File: src/rtl/usb_dir_scheduler.sv
// FT232H synchronous-FIFO direction scheduler: grants read or write bursts with a forced turnaround gap.
// Optional burst statistics counters are built when USB_SCHED_STATS_EN is defined.
module usb_dir_scheduler #(
  parameter int unsigned BURST_MAX   = 64,
  parameter int unsigned TURN_CYCLES = 2
) (
  input  logic        clk60,
  input  logic        RST,
  input  logic        RXFn,
  input  logic        TXEn,
  input  logic        in_wrfull,
  input  logic        out_rdempty,
  input  logic        rx_strobe,
  input  logic        tx_strobe,
  output logic [1:0]  CMD,
  output logic        busy,
  output logic [15:0] rd_bursts,
  output logic [15:0] wr_bursts
);

  typedef enum logic [1:0] {IDLE, RD, WR, TURN} state_t;

  localparam logic [1:0] CMD_IDLE  = 2'b00;
  localparam logic [1:0] CMD_READ  = 2'b01;
  localparam logic [1:0] CMD_WRITE = 2'b10;
  localparam logic [7:0] BURST_LIM = 8'(BURST_MAX);
  localparam logic [3:0] TURN_LAST = 4'(TURN_CYCLES - 1);

  state_t      state, state_d;
  logic [7:0]  byte_cnt;
  logic [3:0]  turn_cnt;
  logic        last_dir_wr;
  logic [1:0]  cmd_d;
  logic        busy_d;

  logic        rx_ok, tx_ok;
  logic        rd_flag_stop, wr_flag_stop;
  logic        rd_take, wr_take;
  logic [8:0]  rd_sum, wr_sum;
  logic        rd_stop, wr_stop;

  assign rx_ok = ~RXFn & ~in_wrfull;
  assign tx_ok = ~TXEn & ~out_rdempty;

  // A strobe coinciding with a flag exit is dropped; one that lands the count on the cap is kept.
  assign rd_flag_stop = RXFn | in_wrfull;
  assign wr_flag_stop = TXEn | out_rdempty;
  assign rd_take      = rx_strobe & ~rd_flag_stop;
  assign wr_take      = tx_strobe & ~wr_flag_stop;
  assign rd_sum       = {1'b0, byte_cnt} + {8'd0, rd_take};
  assign wr_sum       = {1'b0, byte_cnt} + {8'd0, wr_take};
  assign rd_stop      = rd_flag_stop | (rd_sum >= {1'b0, BURST_LIM});
  assign wr_stop      = wr_flag_stop | (wr_sum >= {1'b0, BURST_LIM});

  // NOTE: every register uses non-blocking assignment and an asynchronous reset clause, so
  // all flops update together on the edge and reset without waiting for the clock.
  always_ff @(posedge clk60 or posedge RST) begin
    if (RST) state <= IDLE;
    else     state <= state_d;
  end

  always_comb begin
    state_d = state;
    case (state)
      IDLE: begin
        if (rx_ok && (!tx_ok || last_dir_wr)) state_d = RD;
        else if (tx_ok)                       state_d = WR;
      end
      RD:      if (rd_stop) state_d = TURN;
      WR:      if (wr_stop) state_d = TURN;
      TURN:    if (turn_cnt == TURN_LAST) state_d = IDLE;
      default: state_d = IDLE;
    endcase
  end

  // CMD and busy are decoded from the next state and registered, so they track state exactly.
  always_comb begin
    cmd_d  = CMD_IDLE;
    busy_d = (state_d != IDLE);
    case (state_d)
      RD:      cmd_d = CMD_READ;
      WR:      cmd_d = CMD_WRITE;
      default: cmd_d = CMD_IDLE;
    endcase
  end

  always_ff @(posedge clk60 or posedge RST) begin
    if (RST) begin
      CMD  <= CMD_IDLE;
      busy <= 1'b0;
    end else begin
      CMD  <= cmd_d;
      busy <= busy_d;
    end
  end

  always_ff @(posedge clk60 or posedge RST) begin
    if (RST) begin
      byte_cnt    <= 8'd0;
      turn_cnt    <= 4'd0;
      last_dir_wr <= 1'b1;
    end else begin
      case (state)
        IDLE: begin
          if (state_d == RD) begin
            byte_cnt    <= 8'd0;
            last_dir_wr <= 1'b0;
          end else if (state_d == WR) begin
            byte_cnt    <= 8'd0;
            last_dir_wr <= 1'b1;
          end
        end
        RD: begin
          turn_cnt <= 4'd0;
          if (rd_take) byte_cnt <= rd_sum[7:0];
        end
        WR: begin
          turn_cnt <= 4'd0;
          if (wr_take) byte_cnt <= wr_sum[7:0];
        end
        TURN:    turn_cnt <= turn_cnt + 4'd1;
        default: turn_cnt <= 4'd0;
      endcase
    end
  end

`ifdef USB_SCHED_STATS_EN
  always_ff @(posedge clk60 or posedge RST) begin
    if (RST) begin
      rd_bursts <= 16'd0;
      wr_bursts <= 16'd0;
    end else begin
      if (state == RD && state_d == TURN && rd_bursts != 16'hFFFF) rd_bursts <= rd_bursts + 16'd1;
      if (state == WR && state_d == TURN && wr_bursts != 16'hFFFF) wr_bursts <= wr_bursts + 16'd1;
    end
  end
`else
  assign rd_bursts = 16'd0;
  assign wr_bursts = 16'd0;
`endif

endmodule

File: config.mk
export PLATFORM = sky130hd
export DESIGN_NAME = usb_dir_scheduler
export DESIGN_NICKNAME = d
export VERILOG_FILES = /design/src/rtl/usb_dir_scheduler.sv
export SDC_FILE = /design/constraint.sdc
export NUM_CORES = 1
export LEC_CHECK = 0
export CAP_MARGIN = 30
export CORE_MARGIN = 2
export CORE_UTILIZATION = 51
export CTS_BUF_LIST = sky130_fd_sc_hd__clkbuf_4
export DETAILED_ROUTE_END_ITERATION = 16
export GPL_TIMING_DRIVEN = 0
export PLACE_DENSITY = 0.94
export SYNTH_ARGS = -nofsm -noshare
export SYNTH_HDL_FRONTEND = slang
export SYNTH_SLANG_ARGS = --single-unit
File: constraint.sdc
create_clock -name clk60 -period 3.6 [get_ports clk60]
set_input_delay 0.36 -clock clk60 [delete_from_list [all_inputs] [get_ports clk60]]
set_output_delay 0.36 -clock clk60 [all_outputs]
set_load 0.02 [all_outputs]
==> reports/metrics.yaml, run 1 <==
chipHeight_um: 62.1
fillCellCount: 296
rsz0062_at_grt: "false"
worstRegToRegCells: 10
critPathKind: "in -> reg"
cts_htree_levels: 1
cts_buffer_depth: 2
clk_pin_slew_ns: 0.11
total_power_uw: 1300
syn2layout_area_growth_pct: 18.5
startpoint_type: "primary input"
cp.required_ns: 3.81
cts_hold_buf: 0
synthArstFlopShare_pct: 100
antenna_found_initial: 0
powerDensity_nw_per_um2: 637
ys_seq_area_share_pct: 26.2
hold_viol_final: 0
hp-class: "in -> async"
crit_chain: "clkdlybuf4s50_1, or3b_4, inv_1, ha_2, nand3_1, nor4_2, nor4_1, o41ai_2, ha_1, mux2i_2, a221oi_4, o311ai_1, o21a_1"
dr_total_vias: 1510
crit_path_end: "byte_cnt[3]$_DFFE_PP0P_"
start_util_pct: 52.4
ys_seq_elements: 18
end_kind: "flop"
critPathLaunch: "in_wrfull"
ys_warn_count: 0
netlist.area_leader.share_pct: 24.7
wl_um: 3820
core_um2: 3280
wl_per_cell_um: 13.6
synthFlopType: "dfrtp_1"
holdWs_ns: 0.470
dp_hpwl_um: 2880
netlist_area_um2: 1720
fin_area_um2: 2040
status: "complete, no violations"
slew_viol_final: 0
core.rowCount: 21
clock-skew-final_ns: 0.00171
peakVddDrop_uv: 473
post_dp_cell_area_um2: 2000
synthCells: 190
period_share_pct: 94.2
synth_cell_types: 57
antenna_cells: 0
clock.fmax_ghz: 0.295
ys_top_cells_by_count: "buf_4, dfrtp_1, ha_1"
r2r-start: "state[0]$_DFF_PP0_"
setup_viol: 0
cts_sinks: 18
slowest_delay_ns: 0.45
max_slew_margin_pct: 52.4
dp_cells: 277
cts_root_buf: "clkbuf_4"
tritoncts: "yes"
gr-total-overflow: 0
drv_cap: 0
stdcell_count: 281
grt_pass1_vias: 1445
synth_area_leaders: "dfrtp_1, buf_4, ha_1"
synth_edf_count: 0
grt_pass1_wl_um: 6530
power_leakage_uw: 0.000964
seqCellArea_um2: 452
die-area_um2: 3860
num_io_pins: 43
min_period_ns: 3.39
drc: 0
critPathArrivalTime_ns: 3.60
multiInputGateArea_um2: 1050
drive_above_1_share_pct: 25.1
gp_congestion: 0.917
routed_via_density: 5.37
cts_inserted_buffers: 3
synth.most_common_cell: "buf_4"
finalSetupTns_ns: 0
clk_latency_ns: 0.30
drtIter0Drc: 87
fp.dieW_um: 62.1
io_buffers: 10
rrSetupSlack_ns: 0.45
grt_start_max_net_pins: 19
cpMaxStageDelayCell: "clkdlybuf4s50_1"
drtAntennaViolNets: 0
avgSynthCellArea_um2: 9.06
grt_use_total_pct: 20.7
tightest_slew_ns: 0.713
drtPass1Iterations: 4
nets: 259
yosysTopAreaCell: "dfrtp_1"
r2r-end: "byte_cnt[3]$_DFFE_PP0P_"
path_max_fanout: 6
[layer usage]
layer,vias to the layer above,share of wire [%],routed length (µm),global-route usage [%]
li1,726,-,-,-
met1,696,39,1500,25.4
met2,75,50,1930,35.5
met3,13,7.5,288,3.62
met4,0,2.8,108,9.17
met5,-,0,0,0
[logic make-up (layout without fill, tap and decap cells)]
group / count (synthesis) / in the layout / share of synthesized area [%]
AO/OA/AOI/OAI: 51 / 51 / 24.1
adder cells (fa/ha/maj): 15 / 15 / 10.9
XOR/XNOR: 3 / 3 / 1.53
multiplexers: 1 / 1 / 0.581
AND/OR/NAND/NOR: 48 / 48 / 15.8
other: 1 / 32 / 0.218
buffers and inverters: 53 / 67 / 20.6
flip-flops: 18 / 18 / 26.2
[how the worst min path moves through the flow]
| stage | from | end | slack (ns) | cells after the start |
|---|---|---|---|---|
| floorplan | RST | CMD[0]$_DFF_PP0_ | 0.30 | 1 |
| global placement | turn_cnt[3]$_DFFE_PP0P_ | turn_cnt[3]$_DFFE_PP0P_ | 0.48 | 1 |
| detailed placement | turn_cnt[3]$_DFFE_PP0P_ | turn_cnt[3]$_DFFE_PP0P_ | 0.49 | 1 |
| CTS | RST | CMD[0]$_DFF_PP0_ | 0.50 | 2 |
| global route | turn_cnt[3]$_DFFE_PP0P_ | turn_cnt[3]$_DFFE_PP0P_ | 0.52 | 1 |
| finish | RST | byte_cnt[6]$_DFFE_PP0P_ | 0.47 | 2 |
[timing repair]
item	4_1_cts	5_1_grt
endpoints found under the setup margin	8	8
buffers inserted	0	0
gates resized for setup	3	1
pin swaps	0	1
[metrics by stage]
stage / setup WS [ns] / utilization (%)
6_report: 0.209 / 62.1
5_1_grt: 0.000369 / 62.1
4_1_cts: 0.0268 / 62.0
3_5_place_dp: -0.586 / 60.8
3_3_place_gp: -0.461 / 60.8
2_1_floorplan: 0.463 / -
[report_power, final]
part           internal, µW  switching (µW)
registers               251            41.4
clock network          40.5            70.5
logic                   343             554
[state kept, by name (all words and copies together) (netlist names)]
register     count
turn_cnt         4
CMD              2
state            2
busy             1
byte_cnt         8
last_dir_wr      1
[critical path: cells and delay by family]
| kind | cells | cell delay, ns |
|---|---|---|
| AOI/OAI and AO/OA | 4 | 1.04 |
| adders and majority gates | 2 | 0.55 |
| buffers and inverters | 2 | 0.58 |
| muxes | 1 | 0.13 |
| and+or+nand+nor | 4 | 0.95 |
[layout by cell type (no fill, tap or decap), types with 3 or more instances in the layout]
cell type,count
a21oi_1,4
a22oi_1,5
a31oi_1,4
buf_4,32
buf_6,3
clkbuf_4,3
clkdlybuf4s50_1,10
conb_1,32
dfrtp_1,17
ha_1,14
inv_1,12
nand2_1,14
nand3_1,7
nand4_1,5
nor3_1,4
nor4_1,4
o21ai_0,6
[area by class of cell]
cell class              instances  share of cell area [%]
inverters                      13                    2.39
clock inverters                 1                   0.184
clock buffers                   3                    1.10
plain buffers                  40                    15.0
multi-input cells             150                    51.4
flip-flops and latches         18                    22.1
well taps                      46                    2.82
repair buffers                 10                    4.91
Power figures use the tool's default switching activity.
==> inputs of run 2 (changes only) <==
--- a/config.mk
+++ b/config.mk
@@ -7,11 +7,12 @@
 export LEC_CHECK = 0
 export CAP_MARGIN = 30
 export CORE_MARGIN = 2
-export CORE_UTILIZATION = 51
+export CORE_UTILIZATION = 60
 export CTS_BUF_LIST = sky130_fd_sc_hd__clkbuf_4
 export DETAILED_ROUTE_END_ITERATION = 16
+export DONT_BUFFER_PORTS = 1
 export GPL_TIMING_DRIVEN = 0
-export PLACE_DENSITY = 0.94
+export PLACE_DENSITY = 0.88
 export SYNTH_ARGS = -nofsm -noshare
 export SYNTH_HDL_FRONTEND = slang
 export SYNTH_SLANG_ARGS = --single-unit
==> reports/metrics.yaml, run 2 (same netlist as run 1, synthesis figures left out) <==
status: "complete, no violations"  # unchanged
largest_reg_flops: 8  # unchanged
rsz0062_at_grt: "false"  # unchanged
holdWs_ns: 0.0223  # was 0.470 ns
drtIter0Drc: 56  # was 87
antenna_found_initial: 0  # unchanged
hp-class: "in -> async"  # unchanged
tritoncts: "yes"  # unchanged
routed_via_density: 5.62  # was 5.37
top_register: "byte_cnt"  # unchanged
fin_area_um2: 1910  # was 2040 µm²
powerDensity_nw_per_um2: 654  # was 637 nW/µm²
hold_viol_final: 0  # unchanged
clk_pin_slew_ns: 0.12  # was 0.11 ns
end_kind: "flop"  # unchanged
cts_setup_buffers: 0  # unchanged
wl_per_cell_um: 14.6  # was 13.6 µm
drtPass1Iterations: 4  # unchanged
slew_viol_final: 0  # unchanged
io_buffers: 0  # was 10
post_cts_resized: 0  # was 3
r2r-start: "state[1]$_DFF_PP0_"  # was state[0]$_DFF_PP0_
gr-total-overflow: 0  # unchanged
dp_hpwl_um: 2800  # was 2880 µm
dr_total_vias: 1438  # was 1510
worstRegToRegCells: 10  # unchanged
setup_viol: 0  # unchanged
drive_above_1_share_pct: 24.9  # was 25.1%
clock.fmax_ghz: 0.306  # was 0.295 GHz
critPathKind: "in -> reg"  # unchanged
core.rowCount: 19  # was 21
drtAntennaViolNets: 0  # unchanged
cts_root_buf: "clkbuf_4"  # unchanged
die-area_um2: 3310  # was 3860 µm²
finalSetupTns_ns: 0  # unchanged
fp.dieW_um: 57.6  # was 62.1 µm
post_dp_cell_area_um2: 1880  # was 2000 µm²
clk_latency_ns: 0.31  # was 0.30 ns
nets: 249  # was 259
antenna_cells: 0  # unchanged
grt_pass1_vias: 1321  # was 1445
critPathLaunch: "in_wrfull"  # unchanged
startpoint_type: "primary input"  # unchanged
chipHeight_um: 57.6  # was 62.1 µm
clock-skew-final_ns: 0.0164  # was 0.00171 ns
peakVddDrop_uv: 644  # was 473 µV
cts_buffer_depth: 2  # unchanged
drv_cap: 0  # unchanged
path_max_fanout: 7  # was 6
cts_htree_levels: 1  # unchanged
period_share_pct: 90.7  # was 94.2%
grt_use_total_pct: 24.0  # was 20.7%
num_io_pins: 43  # unchanged
tightest_slew_ns: 0.694  # was 0.713 ns
syn2layout_area_growth_pct: 11.0  # was 18.5%
grt_pass1_wl_um: 6090  # was 6530 µm
drc: 0  # unchanged
max_slew_margin_pct: 53.7  # was 52.4%
grt_start_max_net_pins: 19  # unchanged
top_regs: "byte_cnt: 8 flops, turn_cnt: 4 flops"  # unchanged
cp.required_ns: 3.80  # was 3.81 ns
r2r-end: "byte_cnt[3]$_DFFE_PP0P_"  # unchanged
critPathArrivalTime_ns: 3.47  # was 3.60 ns
cts_inserted_buffers: 3  # unchanged
gp_congestion: 0.986  # was 0.917
wl_um: 3730  # was 3820 µm
power_leakage_uw: 0.000927  # was 0.000964 µW
dp_cells: 252  # was 277
most-common-layout-cells: "buf_4, conb_1, dfrtp_1"  # unchanged
rrSetupSlack_ns: 0.38  # was 0.45 ns
stdcell_count: 256  # was 281
crit_path_end: "byte_cnt[7]$_DFFE_PP0P_"  # was byte_cnt[3]$_DFFE_PP0P_
cts_hold_buf: 0  # unchanged
min_period_ns: 3.26  # was 3.39 ns
core_um2: 2730  # was 3280 µm²
start_util_pct: 63.0  # was 52.4%
cts_sinks: 18  # unchanged
-- run 2: worst min path at each step --
stage,startpoint,to,cells after the start
global route,RST,byte_cnt[6]$_DFFE_PP0P_,1
CTS,RST,byte_cnt[5]$_DFFE_PP0P_,1
finish,RST,byte_cnt[6]$_DFFE_PP0P_,1
floorplan,RST,CMD[0]$_DFF_PP0_,1
detailed placement,RST,CMD[1]$_DFF_PP0_,1
global placement,RST,CMD[1]$_DFF_PP0_,1
-- run 2: layer usage --
layer / track usage [%] / vias up / share of wire (%)
li1: - / 707 / -
met1: 32.1 / 645 / 42
met2: 37.7 / 75 / 46
met3: 4.54 / 11 / 8.9
met4: 10.6 / 0 / 2.5
met5: 0 / - / 0
-- run 2: layout make-up --
type	count	area [µm²]
multi-input cells	150	1040
fillers	231	823
flip-flops and latches	18	452
plain buffers	40	307
inverters	13	48.8
well taps	31	38.8
clock buffers	3	22.5
clock inverters	1	3.75
-- run 2: critical path, cell delays in order --
cell and delay [ns]:
or3b_4 0.41, inv_1 0.13, ha_1 0.29, nand3_1 0.18, nor4_2 0.27, nor4_1 0.11, o41ai_2 0.52, ha_1 0.36
o21ai_1 0.47, or2_1 0.26, o22ai_1 0.09
-- run 2: power by group --
group          switching [µW]  internal (µW)
Combinational             530            301
Sequential               55.4            252
Clock                    71.7           40.5
Total                     657            594
-- run 2: stage by stage --
| stage | worst slack (ns) | total power (µW) | utilization, % |
|---|---|---|---|
| 2_1_floorplan | 0.463 | 917 | - |
| 3_3_place_gp | -0.0555 | 1080 | 68.6 |
| 3_5_place_dp | -0.167 | 1100 | 68.6 |
| 4_1_cts | 0.177 | 1230 | 69.6 |
| 5_1_grt | 0.206 | 1330 | 69.9 |
| 6_report | 0.335 | 1250 | 69.9 |
==> inputs of run 3 (changes only) <==
--- a/config.mk
+++ b/config.mk
@@ -12,6 +12,7 @@
 export DETAILED_ROUTE_END_ITERATION = 16
 export DONT_BUFFER_PORTS = 1
 export GPL_TIMING_DRIVEN = 0
+export MAX_ROUTING_LAYER = met4
 export PLACE_DENSITY = 0.88
 export SYNTH_ARGS = -nofsm -noshare
 export SYNTH_HDL_FRONTEND = slang
==> constraint.sdc (replaced) <==
create_clock -name clk60 -period 3.1 [get_ports clk60]
set_input_delay 0.31 -clock clk60 [delete_from_list [all_inputs] [get_ports clk60]]
set_output_delay 0.31 -clock clk60 [all_outputs]
set_load 0.02 [all_outputs]
==> reports/metrics.yaml, run 3 (same netlist as run 1, synthesis figures left out) <==
critPathKind: "reg -> reg"  # was in -> reg
p_int_uw: 793  # was 594 µW
start_util_pct: 63.0  # unchanged
clk_pin_slew_ns: 0.11  # was 0.12 ns
cpMaxStageDelayCell: "o41ai_4"  # was o41ai_2
routed_via_density: 5.58  # was 5.62
drtAntennaViolNets: 0  # unchanged
critPathArrivalTime_ns: 3.17  # was 3.47 ns
max_slew_margin_pct: 52.2  # was 53.7%
most-common-layout-cells: "buf_4, conb_1, dfrtp_1"  # unchanged
seq_power_share_pct: 22.2  # was 24.6%
highest_layer: "met4"  # unchanged
grt_pass1_vias: 1373  # was 1321
slew_viol_final: 0  # unchanged
dr_total_vias: 1434  # was 1438
grt_use_total_pct: 24.7  # was 24.0%
die-area_um2: 3310  # unchanged
cts_inserted_buffers: 3  # unchanged
drc: 0  # unchanged
cts_buffer_depth: 2  # unchanged
tritoncts: "yes"  # unchanged
dp_hpwl_um: 2810  # was 2800 µm
min_period_ns: 2.97
cts_root_buf: "clkbuf_4"  # unchanged
combPwrFrac_pct: 70.1  # was 66.5%
cts_sinks: 18  # unchanged
clk_latency_ns: 0.30  # was 0.31 ns
path_max_fanout: 10  # was 7
gr-total-overflow: 0  # unchanged
largest_reg_flops: 8  # unchanged
post-place-ws_ns: -0.577  # was -0.167 ns
fillCellCount: 199  # was 231
p_sw_uw: 827  # was 657 µW
drtPass1Iterations: 4  # unchanged
rsz0062_at_grt: "false"  # unchanged
grt_start_max_net_pins: 19  # unchanged
drive_above_1_share_pct: 27.9  # was 24.9%
holdWs_ns: 0.000799  # was 0.0223 ns
slowest_delay_ns: 0.45  # was 0.52 ns
antenna_cells: 0  # unchanged
chipHeight_um: 57.6  # unchanged
drv_cap: 0  # unchanged
powerDensity_nw_per_um2: 820  # was 654 nW/µm²
gp_congestion: 1.01  # was 0.986
swShare_pct: 51.1  # was 52.5%
status: "complete, no violations"  # unchanged
io_buffers: 0  # unchanged
power_leakage_uw: 0.000933  # was 0.000927 µW
core.rowCount: 19  # unchanged
top_regs: "byte_cnt: 8 flops, turn_cnt: 4 flops"  # unchanged
syn2layout_area_growth_pct: 14.8  # was 11.0%
tightest_slew_ns: 0.716  # was 0.694 ns
period_share_pct: 95.7
setup_viol: 0  # unchanged
clockPowerShare_pct: 7.7  # was 9.0%
grt_pass1_wl_um: 6180  # was 6090 µm
worst-path-buf-inv: 2  # was 1
top_register: "byte_cnt"  # unchanged
startpoint_type: "flop"  # was primary input
cp.required_ns: 3.30  # was 3.80 ns
clock-skew-final_ns: 0.00450  # was 0.0164 ns
fp.dieW_um: 57.6  # unchanged
end_kind: "flop"  # unchanged
drtIter0Drc: 64  # was 56
num_io_pins: 43  # unchanged
wl_met1_um: 1680  # was 1580 µm
path_delay_family: "compound AO/OA/AOI/OAI gates"  # was simple AND/OR/NAND/NOR gates
final_common_cell: "buf_4"
wl_per_cell_um: 14.9  # was 14.6 µm
wl_um: 3830  # was 3730 µm
wl_met3_um: 310  # was 333 µm
dp_cells: 252  # unchanged
stdcell_count: 257  # was 256
wl_met2_um: 1800  # was 1730 µm
hold_viol_final: 0  # unchanged
peakVddDrop_uv: 857  # was 644 µV
cts_hold_buf: 0  # unchanged
core_um2: 2730  # unchanged
crit_chain: "inv_1, ha_1, buf_2, a311o_1, o41ai_4, ha_4, mux2i_4, a221oi_4, o311ai_1, o21a_1"  # was or3b_4, inv_1, ha_1, nand3_1, nor4_2, nor4_1, o41ai_2, ha_1, o21ai_1, or2_1, o22ai_1
layout_setup_ws_ns: 0.135  # was 0.335 ns
clock.fmax_ghz: 0.337
nets: 250  # was 249
hp-class: "in -> async"  # unchanged
cts_htree_levels: 1  # unchanged
antenna_found_initial: 0  # unchanged
run 3: cell type report:
class | count | area (µm²) | area share [%]
Clock buffer | 3 | 22.5 | 1.14
Inverter | 13 | 48.8 | 2.47
Clock inverter | 1 | 3.75 | 0.190
Sequential cell | 18 | 453 | 22.9
Multi-Input combinational cell | 150 | 1100 | 55.4
Timing Repair Buffer | 1 | 7.51 | 0.380
Tap cell | 31 | 38.8 | 1.96
Buffer | 40 | 307 | 15.5
run 3: power by group through the flow:
stage	combinational, µW	clock [µW]	sequential, µW
4_1_cts	967	127	356
6_report	1140	125	359
5_1_grt	1230	134	366
2_1_floorplan	717	0	348
3_3_place_gp	900	0	358
3_5_place_dp	920	0	360
run 3: path summary, 6_finish.rpt:
path / startpoint / endpoint / slack, ns / cells after the start
min in group clk60: RXFn / byte_cnt[5]$_DFFE_PP0P_ / 0.40 / 3
worst min register to register: turn_cnt[3]$_DFFE_PP0P_ / turn_cnt[3]$_DFFE_PP0P_ / 0.50 / 1
max in group asynchronous: RST / state[0]$_DFF_PP0_ / 2.60 / 1
worst max-delay path: state[0]$_DFF_PP0_ / byte_cnt[4]$_DFFE_PP0P_ / 0.13 / 10
worst max register to register: state[0]$_DFF_PP0_ / byte_cnt[4]$_DFFE_PP0P_ / 0.13 / 10
worst min-delay path: RST / byte_cnt[4]$_DFFE_PP0P_ / 0.0008 / 1
run 3: routing by layer:
layer,up-vias,GRT usage (%)
met5,-,-
met4,0,8.64
met3,4,6.58
met2,66,38.1
met1,657,31.3
li1,707,-
run 3: through the flow:
stage | total power [µW] | instance area, µm² | setup TNS [ns] | utilization [%]
CTS | 1450 | 1920 | 0 | 70.4
finish | 1620 | 1980 | 0 | 72.3
floorplan | 1070 | 1840 | 0 | -
global placement | 1260 | 1880 | -3.73 | 68.6
detailed placement | 1280 | 1880 | -4.33 | 68.6
global route | 1730 | 1980 | 0 | 72.3
run 3: what timing repair did:
item,CTS,global route
pin swaps,0,1
gates cloned,0,0
gates resized for setup,4,7
endpoints found under the setup margin,8,8
setup buffers,0,1
hold endpoints to repair,0,0
